$ cat src/rtl/pwm_multi_ramp.sv
// Multi-channel PWM generator with prescaled period counter, period-boundary
// shadowed duty registers and an optional per-period slew limit on duty changes.
module pwm_multi_ramp #(
  parameter int CHANNELS  = 2,
  parameter int WIDTH     = 8,
  parameter int PRESCALE  = 1,
  parameter int RAMP_STEP = 0
) (
  input  logic                      clk,
  input  logic                      rst,
  input  logic                      en,
  input  logic [CHANNELS*WIDTH-1:0] duty_req,
  output logic [CHANNELS-1:0]       pwm_out,
  output logic                      period_start,
  output logic [CHANNELS-1:0]       ramp_busy
);

  localparam int PRE_W = (PRESCALE > 1) ? $clog2(PRESCALE) : 1;
  localparam logic [PRE_W-1:0] PRE_LAST = PRE_W'(PRESCALE - 1);
  localparam logic [WIDTH-1:0] DUTY_FULL = '1;
  // A step of a full period or more always lands on the target, so clamp it
  // to keep the ramp arithmetic inside WIDTH+1 bits.
  localparam int STEP_SAT = (RAMP_STEP >= (1 << WIDTH)) ? (1 << WIDTH) : RAMP_STEP;
  localparam logic [WIDTH:0] STEP = (WIDTH + 1)'(STEP_SAT);

  logic [PRE_W-1:0]  pre;
  logic [WIDTH-1:0]  cnt;
  logic [WIDTH-1:0]  act      [CHANNELS];
  logic [WIDTH-1:0]  act_next [CHANNELS];
  logic [WIDTH-1:0]  tgt      [CHANNELS];
  logic [CHANNELS-1:0] high;
  logic              tick;
  logic              boundary;

  assign tick     = (pre == PRE_LAST);
  assign boundary = tick && (cnt == DUTY_FULL);

  always_comb begin
    high      = '0;
    ramp_busy = '0;
    for (int i = 0; i < CHANNELS; i++) begin
      tgt[i]      = duty_req[i*WIDTH +: WIDTH];
      act_next[i] = act[i];
      if (RAMP_STEP == 0) begin
        act_next[i] = tgt[i];
      end else if (act[i] < tgt[i]) begin
        if (({1'b0, tgt[i]} - {1'b0, act[i]}) <= STEP) act_next[i] = tgt[i];
        else act_next[i] = act[i] + STEP[WIDTH-1:0];
      end else if (act[i] > tgt[i]) begin
        if (({1'b0, act[i]} - {1'b0, tgt[i]}) <= STEP) act_next[i] = tgt[i];
        else act_next[i] = act[i] - STEP[WIDTH-1:0];
      end
      // All-ones is treated as a true 100% duty rather than 2^WIDTH-1 ticks.
      high[i]      = (act[i] == DUTY_FULL) || (cnt < act[i]);
      ramp_busy[i] = (act[i] != tgt[i]);
    end
  end

  // Reset and disable both abort the period and restart every channel from 0.
  always_ff @(posedge clk) begin
    if (!rst || !en) begin
      pre          <= '0;
      cnt          <= '0;
      pwm_out      <= '0;
      period_start <= 1'b0;
      for (int i = 0; i < CHANNELS; i++) act[i] <= '0;
    end else begin
      pre          <= tick ? '0 : pre + 1'b1;
      if (tick) cnt <= cnt + 1'b1;
      if (boundary) begin
        for (int i = 0; i < CHANNELS; i++) act[i] <= act_next[i];
      end
      pwm_out      <= high;
      period_start <= boundary;
    end
  end

endmodule

$ cat config.mk
export PLATFORM = sky130hd
export DESIGN_NAME = pwm_multi_ramp
export DESIGN_NICKNAME = d
export VERILOG_FILES = /design/src/rtl/pwm_multi_ramp.sv
export SDC_FILE = /design/constraint.sdc
export NUM_CORES = 1
export LEC_CHECK = 0
export BUFFER_PORTS_ARGS = -buffer_cell sky130_fd_sc_hd__clkbuf_2
export CAP_MARGIN = 20
export CORE_ASPECT_RATIO = 1.1
export CORE_MARGIN = 5
export CORE_UTILIZATION = 50
export CTS_CLUSTER_DIAMETER = 30
export DETAILED_ROUTE_END_ITERATION = 8
export PLACE_DENSITY = 0.71
export SLEW_MARGIN = 10
export SYNTH_ARGS = -nofsm -noshare
export SYNTH_HDL_FRONTEND = slang
export SYNTH_SLANG_ARGS = --single-unit
$ cat constraint.sdc
create_clock -name clk -period 4.7 [get_ports clk]
set_clock_uncertainty 0.1 [all_clocks]
set_input_delay 0.235 -clock clk [delete_from_list [all_inputs] [get_ports clk]]
set_output_delay 0.235 -clock clk [all_outputs]
set_load 0.02 [all_outputs]
==> results.sh <==
export IMPL_status="complete, no violations"
export IMPL_gr_usage_met2_pct=24.2
export IMPL_grt_pass1_vias=1189
export IMPL_cap_violations=0
export IMPL_io_pins=24
export IMPL_power_leakage_nw=0.792
export IMPL_slew_viol_final=0
export IMPL_worst_r2r_endpoint="act[0][8]"
export IMPL_die_area_um2=4490
export IMPL_grt_util_met3_pct=2.76
export IMPL_hold_class="in -> reg"
export IMPL_grt_use_met1_pct=18.6
export IMPL_worstMarginPinSlew_ns=0.806
export IMPL_worstHoldPathCells=2
export IMPL_hold_buffers=0
export IMPL_max_stage_delay_ns=0.57
export IMPL_period_minus_slack_ns=2.27
export IMPL_cts_setup_buffers=0
export IMPL_dp_slack_ns=2.41
export IMPL_cts_buffers=3
export IMPL_max_freq_ghz=0.440
export IMPL_crit_fanout=16
export IMPL_coreArea_um2=3100
export IMPL_cp_arrival_ns=2.16
export IMPL_relSlewSlack_pct=46.1
export IMPL_syn_inst=154
export IMPL_startpoint_type="flip-flop"
export IMPL_path_clk_slew_ns=0.16
export IMPL_setup_violations=0
export IMPL_clk_path_buf_depth=2
export IMPL_grt_max_degree=18
export IMPL_synth_seq_area_share_pct=44.4
export IMPL_avgSynthCellArea_um2=10.5
export IMPL_hpwl_um=2260
export IMPL_hold_path_end="act[0][1]"
export IMPL_p_per_area_nw_per_um2=262
export IMPL_grt_pass1_wl_um=5260
export IMPL_numPortBuffers=23
export IMPL_vias=1146
export IMPL_irDropWorstVdd_mv=0.175
export IMPL_rsz0062_at_grt="false"
export IMPL_r2r_slack_ns=2.43
export IMPL_worst_slack_ns=2.43
export IMPL_wire_per_inst_um=13.6
export IMPL_cts_tree="yes"
export IMPL_crit_chain="ha_1, and3b_2, or3b_4, nand3_1"
export IMPL_cts_root_buffer_cell="clkbuf_4"
export IMPL_dr_pass1_iters=4
export IMPL_hold_violations=0
export IMPL_synth_warnings=0
export IMPL_clkLatencyLatePin_ns=0.35
export IMPL_r2r_cells=4
export IMPL_crit_path_end_kind="flip-flop"
export IMPL_synth_area_leaders="edfxtp_1, dfxtp_1, ha_1, xor2_1, and2_2"
export IMPL_ys_types=27
export IMPL_n_fill_cell=276
export IMPL_min_from="duty_req[1]"
export IMPL_worstPathRequired_ns=4.59
export IMPL_drt_iter0_drc=67
export IMPL_regToRegStartpoint="cnt[0]"
export IMPL_grt_antenna_before_repair=0
export IMPL_synth_top_area_cell="edfxtp_1"
export IMPL_crit_slowest_cell="nand3_1"
export IMPL_synth_nets=188
export IMPL_routed_via_density=5.38
export IMPL_numClockSinks=28
export IMPL_drive_above_1_share_pct=26.3
export IMPL_busiest_layer="met2"
export IMPL_ys_seq_elements=28
export IMPL_globalplace_congestion=0.806
export IMPL_worstSetupPathType="reg -> reg"
export IMPL_post_route_util_pct=58.7
export IMPL_yosysTopAreaCellShare_pct=29.6
export IMPL_fin_crit_sh_pct=48.4
export IMPL_fin_nets=214
export IMPL_postRouteAntennaNets=0
export IMPL_num_rows=21
export IMPL_diodes=0
export IMPL_htreeDepth=1
export IMPL_start_util_pct=52.4
export IMPL_synth_area_um2=1620
export IMPL_grt_overflow_total=0
export IMPL_grt_usage_pct=14.7
export IMPL_wirelength_um=2900
export IMPL_drc=0
export IMPL_die_x_um=64.3
export IMPL_area_growth_pct=12.0
export IMPL_cts_repair_resized=0
export IMPL_fp_dieH_um=69.8
export IMPL_setup_tns_ns=0
-- layout make-up --
| class | instances | area, um^2 | area share [%] |
|---|---|---|---|
| Sequential cell | 28 | 721 | 39.6 |
| Multi-Input combinational cell | 107 | 825 | 45.3 |
| Inverter | 17 | 63.8 | 3.51 |
| Timing Repair Buffer | 23 | 115 | 6.33 |
| Clock buffer | 3 | 22.5 | 1.24 |
| Clock inverter | 1 | 30.0 | 1.65 |
| Tap cell | 34 | 42.5 | 2.34 |
-- synthesized netlist by cell type, drive strengths merged --
cell type   n
nand2       5
dfxtp      12
o211ai      2
clkbuf      1
mux2i       1
nand3       1
a211oi      6
buf         1
and3b       1
a21oi       2
conb        1
o21ai       4
inv        17
ha         15
nor4        4
edfxtp     16
o41ai       2
xor2       20
and2b       1
or3         4
nor2       11
nand4       8
nand4b      1
xnor2       1
or3b        1
and2       16
-- sequential cells by signal, indices dropped and copies added, names as in the netlist --
signal        flops
act              16
cnt               8
period_start      1
pre               1
pwm_out           2
-- cell families (layout without fill, tap and decap cells) --
| kind of cell | after synthesis | after routing | synth area share [%] |
|---|---|---|---|
| AND/OR/NAND/NOR | 53 | 53 | 20.4 |
| AO/OA/AOI/OAI | 16 | 16 | 6.63 |
| buffers and inverters | 19 | 44 | 4.85 |
| multiplexers | 1 | 1 | 0.616 |
| adder cells (fa/ha/maj) | 15 | 15 | 11.6 |
| flip-flops | 28 | 28 | 44.4 |
| other | 1 | 1 | 0.231 |
| XOR/XNOR | 21 | 21 | 11.3 |
-- routing by layer --
layer | wire length (um) | vias up
met3 | 101 | 5
met2 | 1390 | 19
met1 | 1350 | 532
li1 | - | 590
met4 | 56 | 0
met5 | 0 | -
-- where the power goes --
group	internal (W)	switching, W
clock network	0.0000865	0.0000759
logic	0.0000186	0.0000219
registers	0.000266	0.00000756
-- metrics by stage --
step | hold slack, ns | area, um^2 | cells | power [W]
6_report | 0.0925 | 1820 | 213 | 0.000477
5_1_grt | 0.0729 | 1820 | 213 | 0.000499
4_1_cts | 0.0766 | 1820 | 213 | 0.000485
3_5_place_dp | 0.444 | 1770 | 209 | 0.000321
3_3_place_gp | 0.443 | 1770 | 209 | 0.000319
2_1_floorplan | 0.346 | 1620 | 154 | 0.000302
-- critical path: cells and delay by family, from the launching register on --
family,cells,cell delay [ns]
DFF,1,0.45
and+or+nand+nor,3,1.18
adders and majority gates,1,0.19
-- cells in the final DEF, fill, tap and decap left out --
cell type   n
o41ai_1     2
bufinv_16   1
nand4b_1    1
a21oi_1     2
ha_1       15
clkbuf_4    3
inv_1      17
clkbuf_2   23
or3_1       4
o211ai_1    2
or3b_4      1
nand3_1     1
and3b_2     1
nor2_1     10
and2_2     16
nand4_1     8
and2b_2     1
nand2_1     5
nor4_1      4
dfxtp_1    12
o21ai_0     4
edfxtp_1   16
xor2_1     20
a211oi_1    6
nor2_4      1
xnor2_1     1
conb_1      1
mux2i_1     1
-- how the worst max path moves through the flow --
| stage | depth (start not counted) | start | to |
|---|---|---|---|
| 2_1_floorplan | 4 | cnt[0] | act[0][0] |
| 3_3_place_gp | 4 | cnt[0] | act[0][8] |
| 3_5_place_dp | 4 | cnt[0] | act[0][0] |
| 4_1_cts | 4 | cnt[0] | act[0][8] |
| 5_1_grt | 4 | cnt[0] | act[0][11] |
| 6_report | 4 | cnt[0] | act[0][8] |
Note: power is estimated with default switching activity, not from simulation.
